File: src/rtl/updown_mod_counter_if.sv
// Control and status bundle for updown_mod_counter.
// The master drives the controls and watches the count; the counter is the slave.
interface updown_mod_counter_if #(
    parameter int DATA_WIDTH = 8,
    parameter int WRAP_W     = 4
);
    logic                  enable;
    logic                  up_dn;
    logic                  sat_mode;
    logic                  clear;
    logic                  load;
    logic [DATA_WIDTH-1:0] load_val;
    logic [DATA_WIDTH-1:0] max_val;
    logic [DATA_WIDTH-1:0] count;
    logic                  at_max;
    logic                  at_min;
    logic                  tc;
    logic [WRAP_W-1:0]     wraps;

    modport master (
        output enable, up_dn, sat_mode, clear, load, load_val, max_val,
        input  count, at_max, at_min, tc, wraps
    );

    modport slave (
        input  enable, up_dn, sat_mode, clear, load, load_val, max_val,
        output count, at_max, at_min, tc, wraps
    );
endinterface

File: src/rtl/updown_mod_counter.sv
// Up/down modulo counter with run-time limit, wrap or saturate mode,
// clear/load, a registered terminal-count pulse and a saturating wrap counter.
module updown_mod_counter #(
    parameter int                 DATA_WIDTH = 8,
    parameter logic [DATA_WIDTH-1:0] RESET_VAL = '0,
    parameter int                 WRAP_W     = 4
) (
    input logic              clk,
    input logic              rst,
    updown_mod_counter_if.slave bus
);
    logic [DATA_WIDTH-1:0] count_q;
    logic                  tc_q;
    logic [WRAP_W-1:0]     wraps_q;

    assign bus.count  = count_q;
    assign bus.tc     = tc_q;
    assign bus.wraps  = wraps_q;
    assign bus.at_max = (count_q == bus.max_val);
    assign bus.at_min = (count_q == '0);

    // tc defaults low every cycle; only a wrap or a saturating arrival raises it.
    always_ff @(posedge clk) begin
        if (rst) begin
            count_q <= RESET_VAL;
            tc_q    <= 1'b0;
            wraps_q <= '0;
        end else begin
            tc_q <= 1'b0;
            if (bus.clear) begin
                count_q <= '0;
            end else if (bus.load) begin
                count_q <= (bus.load_val > bus.max_val) ? bus.max_val : bus.load_val;
            end else if (bus.enable) begin
                if (count_q > bus.max_val) begin
                    count_q <= bus.max_val;
                end else if (bus.up_dn) begin
                    if (count_q == bus.max_val) begin
                        if (!bus.sat_mode) begin
                            count_q <= '0;
                            tc_q    <= 1'b1;
                            if (wraps_q != '1)
                                wraps_q <= wraps_q + WRAP_W'(1);
                        end
                    end else begin
                        count_q <= count_q + DATA_WIDTH'(1);
                        if (bus.sat_mode && (count_q == bus.max_val - DATA_WIDTH'(1)))
                            tc_q <= 1'b1;
                    end
                end else begin
                    if (count_q == '0) begin
                        if (!bus.sat_mode) begin
                            count_q <= bus.max_val;
                            tc_q    <= 1'b1;
                            if (wraps_q != '1)
                                wraps_q <= wraps_q + WRAP_W'(1);
                        end
                    end else begin
                        count_q <= count_q - DATA_WIDTH'(1);
                        if (bus.sat_mode && (count_q == DATA_WIDTH'(1)))
                            tc_q <= 1'b1;
                    end
                end
            end
        end
    end
endmodule

File: src/flat_wrapper.sv
// flat-port wrapper written by rule: the top's interface ports become plain ports
module updown_mod_counter_flat 
#(
    parameter int                 DATA_WIDTH = 8,
    parameter logic [DATA_WIDTH-1:0] RESET_VAL = '0,
    parameter int                 WRAP_W     = 4
)
  (clk, rst, bus_enable, bus_up_dn, bus_sat_mode, bus_clear, bus_load, bus_load_val, bus_max_val, bus_count, bus_at_max, bus_at_min, bus_tc, bus_wraps);
  updown_mod_counter_if #(.DATA_WIDTH(DATA_WIDTH), .WRAP_W(WRAP_W)) bus_i ();
  input logic clk;
  input logic rst;
  input wire logic [$bits(bus_i.enable)-1:0] bus_enable;
  input wire logic [$bits(bus_i.up_dn)-1:0] bus_up_dn;
  input wire logic [$bits(bus_i.sat_mode)-1:0] bus_sat_mode;
  input wire logic [$bits(bus_i.clear)-1:0] bus_clear;
  input wire logic [$bits(bus_i.load)-1:0] bus_load;
  input wire logic [$bits(bus_i.load_val)-1:0] bus_load_val;
  input wire logic [$bits(bus_i.max_val)-1:0] bus_max_val;
  output wire logic [$bits(bus_i.count)-1:0] bus_count;
  output wire logic [$bits(bus_i.at_max)-1:0] bus_at_max;
  output wire logic [$bits(bus_i.at_min)-1:0] bus_at_min;
  output wire logic [$bits(bus_i.tc)-1:0] bus_tc;
  output wire logic [$bits(bus_i.wraps)-1:0] bus_wraps;
  assign bus_i.enable = bus_enable;
  assign bus_i.up_dn = bus_up_dn;
  assign bus_i.sat_mode = bus_sat_mode;
  assign bus_i.clear = bus_clear;
  assign bus_i.load = bus_load;
  assign bus_i.load_val = bus_load_val;
  assign bus_i.max_val = bus_max_val;
  assign bus_count = bus_i.count;
  assign bus_at_max = bus_i.at_max;
  assign bus_at_min = bus_i.at_min;
  assign bus_tc = bus_i.tc;
  assign bus_wraps = bus_i.wraps;
  updown_mod_counter #(.DATA_WIDTH(DATA_WIDTH), .RESET_VAL(RESET_VAL), .WRAP_W(WRAP_W)) u_core (.clk(clk), .rst(rst), .bus(bus_i));
endmodule
File: config.mk
export PLATFORM = sky130hd
export DESIGN_NAME = updown_mod_counter_flat
export DESIGN_NICKNAME = d
export VERILOG_FILES = /design/src/rtl/updown_mod_counter_if.sv /design/src/rtl/updown_mod_counter.sv /design/src/flat_wrapper.sv
export SDC_FILE = /design/constraint.sdc
export NUM_CORES = 1
export LEC_CHECK = 0
export BUFFER_PORTS_ARGS = -buffer_cell sky130_fd_sc_hd__buf_4
export CAP_MARGIN = 20
export CORE_UTILIZATION = 50
export CTS_CLUSTER_DIAMETER = 100
export DETAILED_ROUTE_END_ITERATION = 16
export PLACE_DENSITY = 0.84
export SETUP_SLACK_MARGIN = 0.1
export SLEW_MARGIN = 20
export SYNTH_ARGS = -nofsm -noshare
export SYNTH_HDL_FRONTEND = slang
export SYNTH_SLANG_ARGS = --single-unit
File: constraint.sdc
create_clock -name clk -period 2.35 [get_ports clk]
set_clock_uncertainty 0.05 [all_clocks]
set_input_delay 0.235 -clock clk [delete_from_list [all_inputs] [get_ports clk]]
set_output_delay 0.235 -clock clk [all_outputs]
set_load 0.01 [all_outputs]
# After elaboration in Yosys (flattened, before gate mapping)
# Index checks and enable logic that the tools add are counted.
[totals]
regBits = 13
out_inout_bits = 15
word_cells = 49
in_bits = 23
[op_classes]
eq_ne = 7
n_mux = 20
n_bitwise = 4
magnitude_cmp = 2
n_addsub = 4
n_reduce_logical = 9
[ops]
columns = ["operator", "n"]
rows = [
  ["2-to-1 mux 8 bit", 9],
  ["2-to-1 mux 4 bit", 5],
  ["equality test 8 bit", 2],
  ["greater-than comparator 8 bit", 2],
  ["subtractor 8 x 1 -> 8 bit (second input constant)", 2],
  ["!= test 5 x 4 -> 1 bit (second input constant)", 2],
  ["adder 8 x 1 -> 8 bit (second input constant)", 1],
  ["equality test 8 x 1 -> 1 bit (second input constant)", 1],
  ["logical NOT 8 bit", 1],
  ["2-to-1 mux 1 bit", 6],
  ["AND reduction 6 bit", 1],
  ["OR reduction 5 bit", 1],
  ["adder 4 x 1 -> 4 bit (second input constant)", 1],
  ["!= test 4 bit (second input constant)", 1],
  ["NOT 1 bit", 4],
  ["nonzero test 2 bit", 2],
  ["AND reduction 3 bit", 1],
  ["logical AND 1 bit", 2],
  ["!= test 2 x 1 -> 1 bit (second input constant)", 1],
  ["OR reduction 2 bit", 1],
]

# Longest topological paths before layout
[logic_depth]
depth_word = 6
ltp_mapped = 12
depth_no_buf = 10

# Worst setup path after synthesis
# OpenSTA, ideal clock, no wires.
[synth_timing]
path_kind = "reg2reg"
startpoint = "register u_core.count_q[0] (netlist: u_core.bus.count[0])"
endpoint = "register u_core.count_q[6] (netlist: u_core.bus.count[6])"
n_path_buf = 2
period_less_slack_ps = 2657
setup_time_ps = 121
arrival_ps = 2486
t_required_ps = 2179
path_slack_ps = -307
stages_incl_launch_ff = 13
cell_sequence = "dfxtp_1 > clkbuf_1 > inv_1 > ha_1 > nand4_1 > or2_4 > inv_2 > a21oi_2 > or2_0 > buf_2 > o32a_1 > nor2_1 > o22ai_1"
[synth_via]
elab_chain_len = 6
word_cells_on_any_way = 14
classes_between = "add/sub (2); order compare (1); eq/ne (3); mux (6); reduce/logical (2)"
[synth_lines]
columns = ["item", "line", "text"]
rows = [
  ["start, declared", "updown_mod_counter.sv:12", "logic [DATA_WIDTH-1:0] count_q;"],
  ["start signal, assigned", "updown_mod_counter.sv:33", "count_q <= (bus.load_val > bus.max_val) ? bus.max_val : bus.load_val;"],
  ["start signal, assigned", "updown_mod_counter.sv:36", "count_q <= bus.max_val;"],
  ["start signal, assigned", "updown_mod_counter.sv:46", "count_q <= count_q + DATA_WIDTH'(1);"],
  ["equality test 8 bit *", "--", ""],
  ["via bus_at_max", "flat_wrapper.sv:20", "output wire logic [$bits(bus_i.at_max)-1:0] bus_at_max;"],
  ["2-to-1 mux 8 bit", "updown_mod_counter.sv:38", "if (count_q == bus.max_val) begin"],
  ["2-to-1 mux 8 bit", "updown_mod_counter.sv:37", "end else if (bus.up_dn) begin"],
  ["2-to-1 mux 8 bit", "updown_mod_counter.sv:35", "if (count_q > bus.max_val) begin"],
  ["2-to-1 mux 8 bit", "updown_mod_counter.sv:34", "end else if (bus.enable) begin"],
  ["2-to-1 mux 8 bit", "updown_mod_counter.sv:32", "end else if (bus.load) begin"],
]
# Mark *: on every way through the listed nets, which the timed path passes. The rest lies on a longest branch. The select of a mux whose other input is x is not followed.
# A chain may end at the register's enable or synchronous reset.

# Final worst setup path
[layout_timing]
startpoint = "register u_core.count_q[0] (netlist: u_core.bus.count[0])"
endpoint = "register u_core.count_q[0] (netlist: u_core.bus.count[0])"
[layout_via]
elab_chain_len = 6
word_cells_on_any_way = 14
classes_between = "add/sub (2); order compare (1); eq/ne (3); mux (6); reduce/logical (2)"
[layout_lines]
columns = ["item", "line", "text"]
rows = [
  ["subtractor 8 x 1 -> 8 bit, or another cell as far along", "updown_mod_counter.sv:59", "count_q <= count_q - DATA_WIDTH'(1);"],
  ["2-to-1 mux 8 bit (on tied branches)", "updown_mod_counter.sv:51, updown_mod_counter.sv:38", ""],
  ["2-to-1 mux 8 bit", "updown_mod_counter.sv:37", ""],
  ["2-to-1 mux 8 bit", "updown_mod_counter.sv:35", ""],
  ["2-to-1 mux 8 bit", "updown_mod_counter.sv:34", ""],
  ["2-to-1 mux 8 bit", "updown_mod_counter.sv:32", ""],
]
# Parallel ways exist; a longest one is shown, timed or not. The select of a mux whose other input is x is not followed.

==> impl_metrics.prom <==
# TYPE chip_impl_metric gauge
chip_impl_info{name="run_status",value="finished, final reports clean"} 1
chip_impl_metric{name="synth_cell_types",unit=""} 53
chip_impl_metric{name="worstPathRequired",unit="ns"} 2.49
chip_impl_metric{name="finalSetupViolations",unit=""} 0
chip_impl_metric{name="clk-insertion-delay-late",unit="ns"} 0.26
chip_impl_metric{name="routed_wl",unit="mm"} 6.16
chip_impl_info{name="rsz0062_at_grt",value="true"} 1
chip_impl_metric{name="critPathMaxStageDelay",unit="ns"} 0.36
chip_impl_info{name="critical_path.cell_chain",value="inv_4 -> ha_4 -> nand4_1 -> or2_4 -> inv_6 -> a211oi_4 -> buf_6 -> a211oi_4 -> mux2i_1 -> a22oi_1 -> a21oi_1"} 1
chip_impl_metric{name="hold_violations",unit=""} 0
chip_impl_metric{name="synth_simple_gate_area_share",unit="%"} 23.8
chip_impl_metric{name="area.sequential",unit="um^2"} 267
chip_impl_metric{name="seq_power_share",unit="%"} 23.0
chip_impl_metric{name="routedWlPerCell",unit="um"} 17.2
chip_impl_metric{name="first_global_vias",unit=""} 2073
chip_impl_metric{name="critical_path.max_fanout",unit=""} 5
chip_impl_metric{name="switching_share_of_power",unit="%"} 40.2
chip_impl_metric{name="p_leak",unit="nW"} 1.18
chip_impl_metric{name="rrSetupSlack",unit="ns"} 0.05
chip_impl_metric{name="power_density",unit="nW/um^2"} 399
chip_impl_metric{name="layout-drive-gt1-share",unit="%"} 36.7
chip_impl_metric{name="antenna_cells",unit=""} 0
chip_impl_metric{name="io-pin-count",unit=""} 38
chip_impl_metric{name="die_h",unit="um"} 63.1
chip_impl_info{name="timing.critical_path.mode_cell",value="a211oi_4"} 1
chip_impl_metric{name="final_cell_area",unit="um^2"} 2610
chip_impl_metric{name="mappedNetlistNets",unit=""} 288
chip_impl_metric{name="start_util",unit="%"} 53.9
chip_impl_metric{name="via_per_inst",unit=""} 6.16
chip_impl_metric{name="post-place-ws",unit="ns"} -0.120
chip_impl_metric{name="asyncSetResetFlopFracSynth",unit="%"} 0
chip_impl_info{name="cts-root-buf",value="clkbuf_8"} 1
chip_impl_info{name="timing.critical_path.from_type",value="register"} 1
chip_impl_metric{name="design.die.area",unit="um^2"} 3980
chip_impl_metric{name="synth.ff_latch_count",unit=""} 13
chip_impl_metric{name="final-max-slew-violation-count",unit=""} 0
chip_impl_metric{name="drtIter0Drc",unit=""} 189
chip_impl_metric{name="ant_nets",unit=""} 0
chip_impl_metric{name="drc",unit=""} 0
chip_impl_metric{name="p_comb_share",unit="%"} 55.4
chip_impl_metric{name="route.vias.total",unit=""} 2198
chip_impl_info{name="critical_path_class",value="register to register"} 1
chip_impl_metric{name="syn-cell-area",unit="um^2"} 1870
chip_impl_metric{name="netlist_instances",unit=""} 243
chip_impl_info{name="cts_tree",value="built"} 1
chip_impl_metric{name="globalRoute.totalOverflow",unit=""} 0
chip_impl_metric{name="max_slew_margin",unit="%"} 62.1
chip_impl_metric{name="first_pass_grt_wire_length",unit="mm"} 9.92
chip_impl_metric{name="nNetsFinal",unit=""} 357
chip_impl_metric{name="fp.dieW",unit="um"} 63.1
chip_impl_metric{name="ys_seq_area_share",unit="%"} 13.9
chip_impl_metric{name="measured_slew_at_the_worst_slew_check_pin",unit="ns"} 0.568
chip_impl_metric{name="internal_power_component",unit="W"} 0.000623
chip_impl_metric{name="cts.path.max_buffers",unit=""} 2
chip_impl_metric{name="detail_route.first_pass.iterations",unit=""} 5
chip_impl_metric{name="cts_hold_buffers",unit=""} 0
chip_impl_metric{name="clock_sinks",unit=""} 13
chip_impl_metric{name="multi_input_comb_area",unit="um^2"} 1580
chip_impl_metric{name="number_of_maximum_capacitance_constraint_violations",unit=""} 0
chip_impl_metric{name="io_buffer_count",unit=""} 37
chip_impl_metric{name="final_worst_path_cycle_share",unit="%"} 98.1
chip_impl_metric{name="finalWorstSetupSlack",unit="ns"} 0.0456
chip_impl_metric{name="total_switching_power",unit="W"} 0.000419
chip_impl_metric{name="coreArea",unit="um^2"} 3470
chip_impl_info{name="crit_slowest_cell",value="dfxtp_4"} 1
chip_impl_metric{name="fillers",unit=""} 278
chip_impl_metric{name="finalWeightedCongestion",unit=""} 0.950
chip_impl_metric{name="layout_utilization",unit="%"} 75.3
chip_impl_metric{name="synth_xor_xnor_area_share",unit="%"} 9.38
chip_impl_metric{name="grt_usage",unit="%"} 32.1
chip_impl_info{name="nature_of_the_critical_path_endpoint",value="register"} 1
chip_impl_metric{name="grt_antenna_before_repair",unit=""} 0
chip_impl_info{name="mostFrequentLayoutCells",value="buf_4, nor2_1, ha_1"} 1
chip_impl_metric{name="row_count",unit=""} 21
chip_impl_metric{name="place.detailed.hpwl",unit="mm"} 4.62
chip_impl_metric{name="ir_drop",unit="uV"} 360
chip_impl_metric{name="syn_area_per_cell",unit="um^2"} 7.69
chip_impl_metric{name="power.clock.fraction",unit="%"} 21.6
chip_impl_metric{name="synth_enable_flop_cells",unit=""} 0
chip_impl_metric{name="worst-endpoint-arrival",unit="ns"} 2.45
chip_impl_metric{name="post_dp_cell_area",unit="um^2"} 2440
chip_impl_info{name="hold_path_class",value="input pin to register"} 1
chip_impl_metric{name="worst_setup_hold_path_clk_slew",unit="ns"} 0.07
chip_impl_metric{name="post_synthesis_adder_cell_area_fraction",unit="%"} 14.7
chip_impl_metric{name="synth_compound_area_share",unit="%"} 25.6
chip_impl_metric{name="whs",unit="ns"} 0.134
chip_impl_metric{name="grt_start_max_net_pins",unit=""} 18
chip_impl_info{name="ys_dominant_reg_cell",value="dfxtp_1"} 1
chip_impl_metric{name="mux_cell_area_share_after_synthesis",unit="%"} 5.56
chip_impl_metric{name="synthToLayoutAreaGrowth",unit="%"} 39.7
chip_impl_metric{name="fmax",unit="GHz"} 0.434
chip_impl_metric{name="cts-buffers-inserted",unit=""} 3
chip_impl_metric{name="power.total",unit="W"} 0.00104
chip_impl_info{name="commonest_non_fill_non_tap_cell_in_the_layout",value="buf_4"} 1
chip_impl_metric{name="fin_crit",unit="ns"} 2.30
chip_impl_metric{name="clock_tree.htree_level_count",unit=""} 1
chip_impl_info{name="main_combinational_cell_family_by_area_after_synthesis",value="compound AO/OA/AOI/OAI gates"} 1
chip_impl_metric{name="synth_warnings",unit=""} 0
cells by family (layout without fill, tap and decap cells):
family                   after synthesis  in the layout
buffers and inverters                 30             98
flip-flops                            13             13
multiplexers                          10             10
AND/OR/NAND/NOR                       80             80
AO/OA/AOI/OAI                         68             68
adder cells (fa/ha/maj)               22             22
XOR/XNOR                              20             20
path summary, 6_finish.rpt:
kind / start / to / cells after the start
worst max-delay path: u_core.bus.count[0] / u_core.bus.count[0] / 11
worst min-delay path: rst / u_core.bus.wraps[3] / 2
worst max register to register: u_core.bus.count[0] / u_core.bus.count[0] / 11
worst min register to register: u_core.bus.wraps[3] / u_core.bus.wraps[3] / 2
worst max-delay path, delay by kind of cell (launching register included):
kind | cells | cell delay, ns
flops | 1 | 0.36
mux | 1 | 0.26
simple gates | 2 | 0.42
buf+inv | 3 | 0.28
compound gates | 4 | 0.61
fa+ha+maj | 1 | 0.26
power groups by stage:
| stage | clock (W) | combinational, W | sequential, W |
|---|---|---|---|
| 2_1_floorplan | 0 | 0.000328 | 0.000253 |
| 3_3_place_gp | 0 | 0.000507 | 0.000243 |
| 3_5_place_dp | 0 | 0.000520 | 0.000244 |
| 4_1_cts | 0.000227 | 0.000544 | 0.000239 |
| 5_1_grt | 0.000235 | 0.000620 | 0.000240 |
| 6_report | 0.000225 | 0.000578 | 0.000239 |
layer usage:
layer	up-vias	GRT usage, %	share of wire [%]
met5	-	0	0
met4	0	13.4	4.3
met3	32	5.98	9.6
met2	144	54.3	46
met1	993	39.4	40
li1	1029	-	-
state kept, by name (all words and copies together), names as in the netlist:
| signal | count |
|---|---|
| u_core.bus.count | 8 |
| u_core.bus.wraps | 4 |
| u_core.bus.tc | 1 |
Yosys cell counts, drive strengths merged, types with 2 or more instances:
library cell,instances,area share [%]
a211oi,3,2.5
a21o,5,2.0
a21oi,17,4.8
a22oi,4,1.6
a31oi,5,1.7
and3,5,1.7
buf,8,2.5
clkbuf,4,0.80
dfxtp,13,14
ha,22,15
inv,18,3.6
mux2,3,1.8
mux2i,7,3.8
nand2,17,3.4
nand2b,4,1.3
nand3,6,1.6
nand4,8,3.0
nor2,20,4.0
nor3,5,1.3
nor4,5,3.3
o2111ai,2,0.94
o211ai,4,1.9
o21ai,13,3.5
o22ai,7,2.7
or2,5,1.8
xnor2,12,5.6
xor2,8,3.8
per-stage QoR:
stage	setup TNS [ns]	cells
final	0	357
after global routing	-0.105	357
after CTS	0	355
after detailed placement	-0.338	347
after global placement	0	347
after floorplan	0	243
area by class of cell:
class	count	share of cell area, %
multi-input combinational	200	60.5
timing repair buffer	76	22.4
sequential	13	10.2
inverter	18	2.88
tap	46	2.21
clock buffer	4	1.73
repair_timing:
action | 4_1_cts | 5_1_grt
gates resized for setup | 7 | 13
setup buffers | 4 | 2
setup endpoints to repair | 11 | 12
pin swaps | 12 | 7
endpoints found under the hold margin | 0 | 0
Note: power is estimated with default switching activity, not from simulation.
